`config.mk`:
```
export PLATFORM = sky130hd
export DESIGN_NAME = lms_stimulus_gen_flat
export DESIGN_NICKNAME = d
export VERILOG_FILES = /design/src/rtl/lms_stimulus_gen_pkg.sv /design/src/rtl/lms_stimulus_gen_if.sv /design/src/rtl/lms_stimulus_gen_lfsr16.sv /design/src/rtl/lms_stimulus_gen.sv /design/src/flat_wrapper.sv
export SDC_FILE = /design/constraint.sdc
export NUM_CORES = 1
export LEC_CHECK = 0
export BUFFER_PORTS_ARGS = -buffer_cell sky130_fd_sc_hd__buf_2
export CORE_MARGIN = 5
export CORE_UTILIZATION = 45
export CTS_CLUSTER_SIZE = 25
export DETAILED_ROUTE_END_ITERATION = 8
export GPL_TIMING_DRIVEN = 0
export SLEW_MARGIN = 20
export SYNTH_ARGS = -nofsm -noshare
export SYNTH_HDL_FRONTEND = slang
export SYNTH_SLANG_ARGS = --single-unit
export TNS_END_PERCENT = 50
```
`constraint.sdc`:
```
create_clock -name clk -period 11.2 [get_ports clk]
set_input_delay 0 -clock clk [delete_from_list [all_inputs] [get_ports clk]]
set_output_delay 0 -clock clk [all_outputs]
set_load 0.02 [all_outputs]
```
`src/rtl/lms_stimulus_gen_pkg.sv`:
```
// Shared definitions for the LMS stimulus source and the filter core that consumes it:
// default widths, plant taps, LFSR constants, state encoding and the sample type.
package lms_pkg;

    localparam int          DATA_W_DEF      = 16;
    localparam int          NUM_SAMPLES_DEF = 25;

    // Unknown-plant FIR taps the LMS weights are expected to converge to.
    localparam int          H0_DEF = 3;
    localparam int          H1_DEF = -2;
    localparam int          H2_DEF = 1;
    localparam int          H3_DEF = 0;

    // Taps 16,14,13,11 of x^16+x^14+x^13+x^11+1 map to state bits 15,13,12,10.
    localparam logic [15:0] LFSR_MASK = 16'hB400;
    localparam logic [15:0] SEED_DEF  = 16'hACE1;

    typedef enum logic [1:0] {
        ST_IDLE = 2'd0,
        ST_RUN  = 2'd1,
        ST_DONE = 2'd2
    } lms_state_e;

    typedef logic signed [DATA_W_DEF-1:0] lms_sample_t;

    // An all-zero seed would lock the LFSR, so it is replaced by 1.
    function automatic logic [15:0] seed_fix(input logic [15:0] s);
        logic [15:0] r;
        if (s == 16'h0000) begin
            r = 16'h0001;
        end else begin
            r = s;
        end
        return r;
    endfunction

    // One Fibonacci step: feedback is the parity of the tapped bits.
    function automatic logic [15:0] lfsr_step(input logic [15:0] l);
        return {l[14:0], ^(l & LFSR_MASK)};
    endfunction

endpackage

```
`src/rtl/lms_stimulus_gen_if.sv`:
```
// Valid/ready sample-pair channel from the stimulus source to the LMS filter core.
interface lms_stimulus_gen_if #(
    parameter int DATA_W = 16
) ();

    logic                     out_valid;
    logic                     out_ready;
    logic signed [DATA_W-1:0] x_out;
    logic signed [DATA_W-1:0] d_out;

    modport master (
        output out_valid,
        output x_out,
        output d_out,
        input  out_ready
    );

    modport slave (
        input  out_valid,
        input  x_out,
        input  d_out,
        output out_ready
    );

endinterface

```
`src/rtl/lms_stimulus_gen_lfsr16.sv`:
```
// 16-bit Fibonacci LFSR with synchronous reload; load takes priority over stepping.
module lfsr16
    import lms_pkg::*;
#(
    parameter logic [15:0] INIT = SEED_DEF
) (
    input  logic        clk,
    input  logic        rst,
    input  logic        en,
    input  logic        load,
    input  logic [15:0] seed,
    output logic [15:0] state
);

    logic [15:0] state_r;

    // LFSR state register: reset to INIT, reload on load, advance on en
    always_ff @(posedge clk or negedge rst) begin
        if (!rst) begin
            state_r <= INIT;
        end else if (load) begin
            state_r <= seed;
        end else if (en) begin
            state_r <= lfsr_step(state_r);
        end
    end

    assign state = state_r;

endmodule

```
`src/rtl/lms_stimulus_gen.sv`:
```
// LMS stimulus source: emits NUM_SAMPLES (x, d) pairs per start, where x is LFSR noise
// and d is x filtered by a fixed 4-tap plant, saturated to DATA_W.
module lms_stimulus_gen
    import lms_pkg::*;
#(
    parameter int          DATA_W      = DATA_W_DEF,
    parameter int          NUM_SAMPLES = NUM_SAMPLES_DEF,
    parameter logic [15:0] SEED        = SEED_DEF,
    parameter int          H0          = H0_DEF,
    parameter int          H1          = H1_DEF,
    parameter int          H2          = H2_DEF,
    parameter int          H3          = H3_DEF
) (
    input  logic                                   clk,
    input  logic                                   rst,
    input  logic                                   start,
    lms_stimulus_gen_if.master                     stim,
    output logic                                   busy,
    output logic                                   done,
    output logic [$clog2(NUM_SAMPLES+1)-1:0]       sample_cnt
);

    localparam int          ACC_W    = DATA_W + 8;
    localparam int          CNT_W    = $clog2(NUM_SAMPLES + 1);
    localparam logic [15:0] SEED_EFF = seed_fix(SEED);

    localparam logic [1:0]  S_IDLE = ST_IDLE;
    localparam logic [1:0]  S_RUN  = ST_RUN;
    localparam logic [1:0]  S_DONE = ST_DONE;

    localparam logic signed [ACC_W-1:0] H0_A = ACC_W'(H0);
    localparam logic signed [ACC_W-1:0] H1_A = ACC_W'(H1);
    localparam logic signed [ACC_W-1:0] H2_A = ACC_W'(H2);
    localparam logic signed [ACC_W-1:0] H3_A = ACC_W'(H3);

    localparam logic signed [ACC_W-1:0] SAT_MAX = {{(ACC_W-DATA_W+1){1'b0}}, {(DATA_W-1){1'b1}}};
    localparam logic signed [ACC_W-1:0] SAT_MIN = {{(ACC_W-DATA_W+1){1'b1}}, {(DATA_W-1){1'b0}}};

    logic [1:0]               state_r;
    logic                     busy_r;
    logic                     done_r;
    logic                     out_valid_r;
    logic signed [DATA_W-1:0] x_out_r;
    logic signed [DATA_W-1:0] d_out_r;
    logic signed [DATA_W-1:0] h0_r;
    logic signed [DATA_W-1:0] h1_r;
    logic signed [DATA_W-1:0] h2_r;
    logic [CNT_W-1:0]         sample_cnt_r;
    logic [CNT_W-1:0]         produced_r;

    logic [15:0]              lfsr_s;
    logic                     lfsr_unused_s;
    logic                     start_ok_s;
    logic                     gen_s;
    logic                     xfer_s;
    logic                     last_s;
    logic signed [DATA_W-1:0] x_new_s;
    logic signed [DATA_W-1:0] d_new_s;
    logic signed [ACC_W-1:0]  acc_s;

    lfsr16 #(
        .INIT (SEED_EFF)
    ) u_lfsr (
        .clk   (clk),
        .rst   (rst),
        .en    (gen_s),
        .load  (start_ok_s),
        .seed  (SEED_EFF),
        .state (lfsr_s)
    );

    // Only the low nibble drives the sample; the rest is LFSR internal state.
    assign lfsr_unused_s = ^lfsr_s[15:4];

    // Handshake decode: run acceptance, generate, transfer and final-transfer strobes
    always_comb begin
        start_ok_s = 1'b0;
        gen_s      = 1'b0;
        xfer_s     = 1'b0;
        last_s     = 1'b0;
        case (state_r)
            S_IDLE, S_DONE: begin
                start_ok_s = start;
            end
            S_RUN: begin
                xfer_s = out_valid_r && stim.out_ready;
                gen_s  = (!out_valid_r || stim.out_ready) &&
                         (produced_r < CNT_W'(NUM_SAMPLES));
                last_s = xfer_s && (sample_cnt_r == CNT_W'(NUM_SAMPLES - 1));
            end
            default: begin
                start_ok_s = 1'b0;
            end
        endcase
    end

    // Plant FIR on the new sample and history, accumulated wide then clamped
    always_comb begin
        x_new_s = {{(DATA_W-4){lfsr_s[3]}}, lfsr_s[3:0]};
        acc_s   = H0_A * {{8{x_new_s[DATA_W-1]}}, x_new_s}
                + H1_A * {{8{h0_r[DATA_W-1]}}, h0_r}
                + H2_A * {{8{h1_r[DATA_W-1]}}, h1_r}
                + H3_A * {{8{h2_r[DATA_W-1]}}, h2_r};
        if (acc_s > SAT_MAX) begin
            d_new_s = SAT_MAX[DATA_W-1:0];
        end else if (acc_s < SAT_MIN) begin
            d_new_s = SAT_MIN[DATA_W-1:0];
        end else begin
            d_new_s = acc_s[DATA_W-1:0];
        end
    end

    // Run-control FSM with registered busy/done flags
    always_ff @(posedge clk or negedge rst) begin
        if (!rst) begin
            state_r <= S_IDLE;
            busy_r  <= 1'b0;
            done_r  <= 1'b0;
        end else begin
            case (state_r)
                S_IDLE, S_DONE: begin
                    if (start_ok_s) begin
                        state_r <= S_RUN;
                        busy_r  <= 1'b1;
                        done_r  <= 1'b0;
                    end
                end
                S_RUN: begin
                    if (last_s) begin
                        state_r <= S_DONE;
                        busy_r  <= 1'b0;
                        done_r  <= 1'b1;
                    end
                end
                default: begin
                    state_r <= S_IDLE;
                    busy_r  <= 1'b0;
                    done_r  <= 1'b0;
                end
            endcase
        end
    end

    // Accepted-pair and generated-pair counters, cleared when a run starts
    always_ff @(posedge clk or negedge rst) begin
        if (!rst) begin
            sample_cnt_r <= '0;
            produced_r   <= '0;
        end else if (start_ok_s) begin
            sample_cnt_r <= '0;
            produced_r   <= '0;
        end else begin
            if (gen_s) begin
                produced_r <= produced_r + CNT_W'(1);
            end
            if (xfer_s) begin
                sample_cnt_r <= sample_cnt_r + CNT_W'(1);
            end
        end
    end

    // Output pair register: loads on generate, empties on a transfer with nothing new
    always_ff @(posedge clk or negedge rst) begin
        if (!rst) begin
            out_valid_r <= 1'b0;
            x_out_r     <= '0;
            d_out_r     <= '0;
        end else if (gen_s) begin
            out_valid_r <= 1'b1;
            x_out_r     <= x_new_s;
            d_out_r     <= d_new_s;
        end else if (xfer_s) begin
            out_valid_r <= 1'b0;
        end
    end

    // Plant delay line holding the three previous x samples
    always_ff @(posedge clk or negedge rst) begin
        if (!rst) begin
            h0_r <= '0;
            h1_r <= '0;
            h2_r <= '0;
        end else if (start_ok_s) begin
            h0_r <= '0;
            h1_r <= '0;
            h2_r <= '0;
        end else if (gen_s) begin
            h2_r <= h1_r;
            h1_r <= h0_r;
            h0_r <= x_new_s;
        end
    end

    assign stim.out_valid = out_valid_r;
    assign stim.x_out     = x_out_r;
    assign stim.d_out     = d_out_r;
    assign busy           = busy_r;
    assign done           = done_r;
    assign sample_cnt     = sample_cnt_r;

endmodule
```
`src/flat_wrapper.sv`:
```
// flat-port wrapper written by rule: the top's interface ports become plain ports
module lms_stimulus_gen_flat import lms_pkg::*;
#(
    parameter int          DATA_W      = DATA_W_DEF,
    parameter int          NUM_SAMPLES = NUM_SAMPLES_DEF,
    parameter logic [15:0] SEED        = SEED_DEF,
    parameter int          H0          = H0_DEF,
    parameter int          H1          = H1_DEF,
    parameter int          H2          = H2_DEF,
    parameter int          H3          = H3_DEF
)
  (clk, rst, start, busy, done, sample_cnt, stim_out_valid, stim_x_out, stim_d_out, stim_out_ready);
  lms_stimulus_gen_if #(.DATA_W(DATA_W)) stim_i ();
  input  logic clk;
  input  logic rst;
  input  logic start;
  output logic busy;
  output logic done;
  output logic [$clog2(NUM_SAMPLES+1)-1:0] sample_cnt;
  output wire logic [$bits(stim_i.out_valid)-1:0] stim_out_valid;
  output wire logic [$bits(stim_i.x_out)-1:0] stim_x_out;
  output wire logic [$bits(stim_i.d_out)-1:0] stim_d_out;
  input wire logic [$bits(stim_i.out_ready)-1:0] stim_out_ready;
  assign stim_out_valid = stim_i.out_valid;
  assign stim_x_out = stim_i.x_out;
  assign stim_d_out = stim_i.d_out;
  assign stim_i.out_ready = stim_out_ready;
  lms_stimulus_gen #(.DATA_W(DATA_W), .NUM_SAMPLES(NUM_SAMPLES), .SEED(SEED), .H0(H0), .H1(H1), .H2(H2), .H3(H3)) u_core (.clk(clk), .rst(rst), .start(start), .stim(stim_i), .busy(busy), .done(done), .sample_cnt(sample_cnt));
endmodule
```
### Word-level counts from Yosys, hierarchy flattened

Index checks and enable logic that the tools add are counted.

* output and inout bits: 40
* flip-flop bits (word level): 83
* input port bits: 4
* logic and storage cells: 64

* multipliers: 2
* add/sub/neg operators: 4
* reductions and logical operators: 12
* magnitude comparators: 3
* multiplexer cells: 27
* equality and inequality tests: 5

Operators with widths (count)
* $mux W16: 8
* $add A24 B24 Y24: 2
* $gt A24 B16 Y1 const B: 1
* $lt A24 B16 Y1 const B: 1
* $mul A23 B24 Y23 const A: 1
* $mux W5: 4
* $reduce_xor A16 Y1: 1
* $add A5 B1 Y5 const B: 2
* $mux W1: 10
* $mul A3 B4 Y7 const A: 1
* $reduce_bool A2 Y1: 3
* $eq A5 B5 Y1 const B: 1
* $lt A5 B5 Y1 const B: 1
* $mux W2: 2
* $ne A2 B1 Y1 const B: 2
* $pmux W1 S2: 2
* $pmux W2 S2: 1
* $logic_and A1 B1 Y1: 3
* $eq A2 B1 Y1 const B: 1
* $eq A2 B2 Y1 const B: 1
* $logic_not A2 Y1: 1
* $reduce_and A2 Y1: 1
* $reduce_or A2 Y1: 1
* $logic_not A1 Y1: 1
* $logic_or A1 B1 Y1: 1

### Logic depth before layout (Yosys ltp)

* depth after elaboration: 6
* gate-level depth with buffers: 37
* depth with buffers taken out: 35

### Cells and area by module

From an unflattened synthesis, not the netlist that was laid out.

* cell total of the unflattened synthesis: 901
* area total of the unflattened synthesis: 8439.3 µm²

By module, submodules not included
* lms_stimulus_gen: cells an instance 828, seq. area each 1051.0 µm², area an instance 7648.6 µm², times used 1
* lfsr16: cells an instance 73, seq. area each 410.4 µm², area an instance 790.8 µm², times used 1

### Least setup slack after synthesis

OpenSTA, ideal clock, no wires.

* path type: register to register
* start: reg, netlist name u_core.u_lfsr.state[4]
* end: reg u_core.d_out_r[14], in the netlist u_core.stim.d_out[14]
* stages on the path, launching flop included: 30
* data required time: 11.053 ns
* arrival: 8.690 ns
* library setup time: 0.147 ns
* slack: 2.363 ns
* clock period less this slack: 8.837 ns
* path buffers: 3
* cell sequence: dfrtp_1 buf_4 buf_1 xor2_1 ha_1 fa_1 ha_1 ha_1 fa_1 inv_1 fa_1 inv_1 ha_1 nor2_1 a211oi_1 a211oi_1 o31ai_1 xor2_1 fa_1 ha_1 buf_4 nand4_2 a2111oi_2 nand3_1 and3_1 a211o_1 nor4_4 nand4b_4 nand2_4 a311oi_2

RTL lines
* end signal, assigned: RTL line lms_stimulus_gen.sv:171 `d_out_r <= d_new_s;`
* end, declared: RTL line lms_stimulus_gen.sv:44 `logic signed [DATA_W-1:0] d_out_r;`

==> run metrics <==
number of flops mapped to enable cells by yosys 0; Longest Clk Path Bufs 2; crit end category flip-flop; largest net degree at the start of global routing 52; Clock Latency Late Sink roughly 300 ps; post_cts resized 0; Setup Skew roughly 12 ps; Root Driver clkbuf_16; Setup TNS 0 ps; Diodes inserted 0; total wire length 17.2 mm; Tmin final between 9000 and 10000 ps; total grt overflow 0; cell mode on critical path ha_1; fraction of layout cells with a size suffix above 1 0.128; Clock H-tree levels 2; # rows slightly below 50; WHS Path Cells 3; Seq cells post-synth 51; RSZ-0062 raised after global routing false; gr usage total 0.165; clk slew on worst S/H paths approximately 70 ps; relative slew slack 0.501; die width 145 µm; core area 18000 µm²; Most Crowded Layer GR met2; GP Congestion roughly 0.81; slew at the pin closest to its max-slew limit ~750 ps; Mapped Avg Cell Area 9.12 µm²; CTS tree yes; syn nets 1127; DRT iter0 DRCs 218; Crit-path slowest cell dfrtp_2; TritonCTS buffer count 5; met1 GRT Util 0.241; height of the die roughly 150 µm; most frequent cell after synthesis ha_1; Syn. warnings 0; Die Area 21100 µm²; CP required 11400 ps; post-synth top area share 0.215; Setup CP Type reg2reg; initial cell density of the core 0.458; Final Slew Violations 0; post-route ant nets 0; total setup buffers inserted after CTS 0; Port Buffer Count 43; worst hold endpoint u_core.done; met3 Usage GRT 0.0140; # IOs 44; Worst R2R End u_core.stim.d_out[14]; Vias around 6000; Worst setup SP type flip-flop; Synth Cell Area approximately 8300 µm²; Critical R2R Launch u_core.u_lfsr.state[4]; met2 usage 0.272; WL/cell 14.5 µm; max-cap violation count 0; Async S/R FF share, synth 1.00; synth top area cells ha_1 (22%), fa_1 (18%), dfrtp_1 (13%), inv_1 (5.8%), xnor2_1 (5.1%); Area Growth Syn to Fin 9.21%; DRC 0; commonest cells in the netlist ha_1 (142), inv_1 (128), nand2_1 (80), fa_1 (76), nor2_1 (60); Arrival @ worst endpoint 9760 ps; final worst-path cycle share 0.854; area leader, netlist ha_1; Vias/cell 5.13; Final nets roughly 1200; Peak Freq 105 MHz; critical path peak fanout 24; max incr delay on CP 720 ps; global-route wire length before repair 29.4 mm; Pre-antenna DRT Iters 4; initial antenna violation count 0; r2r setup slk 1640 ps; clk sink count 51; cells after synthesis approximately 910; Hold Crit Start start; Fin. Hold Viols 0; register area share after synthesis 0.156; Netlist cell types 68; # setup viols final 0; Reg2Reg Depth 30; Post-synth top flop dfrtp_1; Min-Delay Path Class in2reg; vias in the first global route 5899; outcome finished, final reports clean; detailed-placement wirelength estimate 14.7 mm
registers in the layout, indices dropped and copies added (netlist names):
register               count
u_core.busy                1
u_core.done                1
u_core.h1_r                1
u_core.produced_r          5
u_core.sample_cnt          5
u_core.state_r             1
u_core.stim.d_out         16
u_core.stim.out_valid      1
u_core.stim.x_out          4
u_core.u_lfsr.state       16
critical path: cells and delay by family, from the launching register on:
family / cells / cell delay [ps]
buffers and inverters: 6 / 1490
AO/OA/AOI/OAI: 6 / 1860
flip-flops: 1 / 720
adder cells (fa/ha/maj): 9 / 3580
AND/OR/NAND/NOR: 6 / 820
XOR/XNOR: 3 / 960
kinds of logic (layout without fill, tap and decap cells):
group           after synthesis  count (layout)  synth area share
mux                           5               5           0.00637
flops                        51              51             0.156
xor+xnor                     83              83            0.0917
fa+ha+maj                   218             218             0.400
buf+inv                     163             219            0.0823
simple gates                203             203             0.119
compound gates              182             182             0.145
through the flow:
step           setup slack [ps]  hold slack (ps)  std cells  utilization  instance area [µm²]
6_report                   1640             4.57       1190        0.500                 9010
5_1_grt                    1060             14.9       1190        0.500                 9010
4_1_cts                    1690             4.26       1190        0.500                 9010
3_5_place_dp               1730             55.1       1181        0.490                 8830
3_3_place_gp                683              276       1177        0.486                 8750
2_1_floorplan              2360             -296        905            -                 8250
worst max-delay path by stage:
| stage | from | endpoint | slack (ps) | depth (start not counted) |
|---|---|---|---|---|
| global placement | u_core.u_lfsr.state[4] | u_core.stim.d_out[11] | 680 | 30 |
| CTS | u_core.u_lfsr.state[4] | u_core.stim.d_out[11] | 1690 | 30 |
| finish | u_core.u_lfsr.state[4] | u_core.stim.d_out[14] | 1640 | 30 |
| global route | u_core.u_lfsr.state[4] | u_core.stim.d_out[5] | 1060 | 30 |
| detailed placement | u_core.u_lfsr.state[4] | u_core.stim.d_out[11] | 1730 | 30 |
| floorplan | u_core.u_lfsr.state[4] | u_core.stim.d_out[14] | 2360 | 29 |
cell type report:
class | instances | area, µm²
Clock inverter | 3 | 47.5
Tap cell | 229 | 287
Fill cell | 1713 | 9010
Timing Repair Buffer | 48 | 290
Sequential cell | 51 | 1290
Multi-Input combinational cell | 691 | 6290
Inverter | 129 | 484
Clock buffer | 5 | 125
Buffer | 34 | 195
placed cells by master (no fill, tap or decap), types with 3 or more instances in the layout:
master / synthesis / layout
ha_1: 142 / 142
inv_1: 128 / 128
nand2_1: 80 / 80
fa_1: 76 / 76
nor2_1: 60 / 60
a21oi_1: 49 / 49
xnor2_1: 48 / 47
buf_2: 3 / 45
dfrtp_1: 43 / 41
o21ai_0: 40 / 40
xor2_1: 31 / 31
buf_4: 15 / 16
a21o_1: 14 / 14
o21ai_1: 14 / 14
clkbuf_1: 13 / 13
nand3_1: 12 / 12
o21a_1: 8 / 8
dfstp_2: 8 / 8
or2_2: 7 / 7
nor2b_1: 7 / 7
a211oi_1: 7 / 7
a311oi_1: 7 / 7
and3_1: 5 / 5
nor3_1: 5 / 5
nand4_1: 5 / 5
nand2b_1: 5 / 5
clkbuf_16: 0 / 5
a31oi_1: 4 / 4
o21bai_1: 4 / 4
o31ai_1: 4 / 4
xnor2_2: 2 / 3
a211oi_2: 3 / 3
or3_1: 3 / 3
buf_6: 1 / 3
a21oi_2: 3 / 3
mux2i_1: 3 / 3
layer usage:
| metal | wire, µm | vias to the layer above |
|---|---|---|
| met1 | 8180 | 2913 |
| met3 | 690 | 12 |
| met5 | 0 | - |
| met4 | 154 | 0 |
| li1 | - | 3101 |
| met2 | 8190 | 74 |
timing repair:
action                                  in CTS  in global routing
hold endpoints to repair                    43                  0
hold buffers                                 1                  0
endpoints found under the setup margin       0                  0
Power is not shown: default switching activity piles up to over one toggle a cycle in this logic, so the estimate is an artifact.
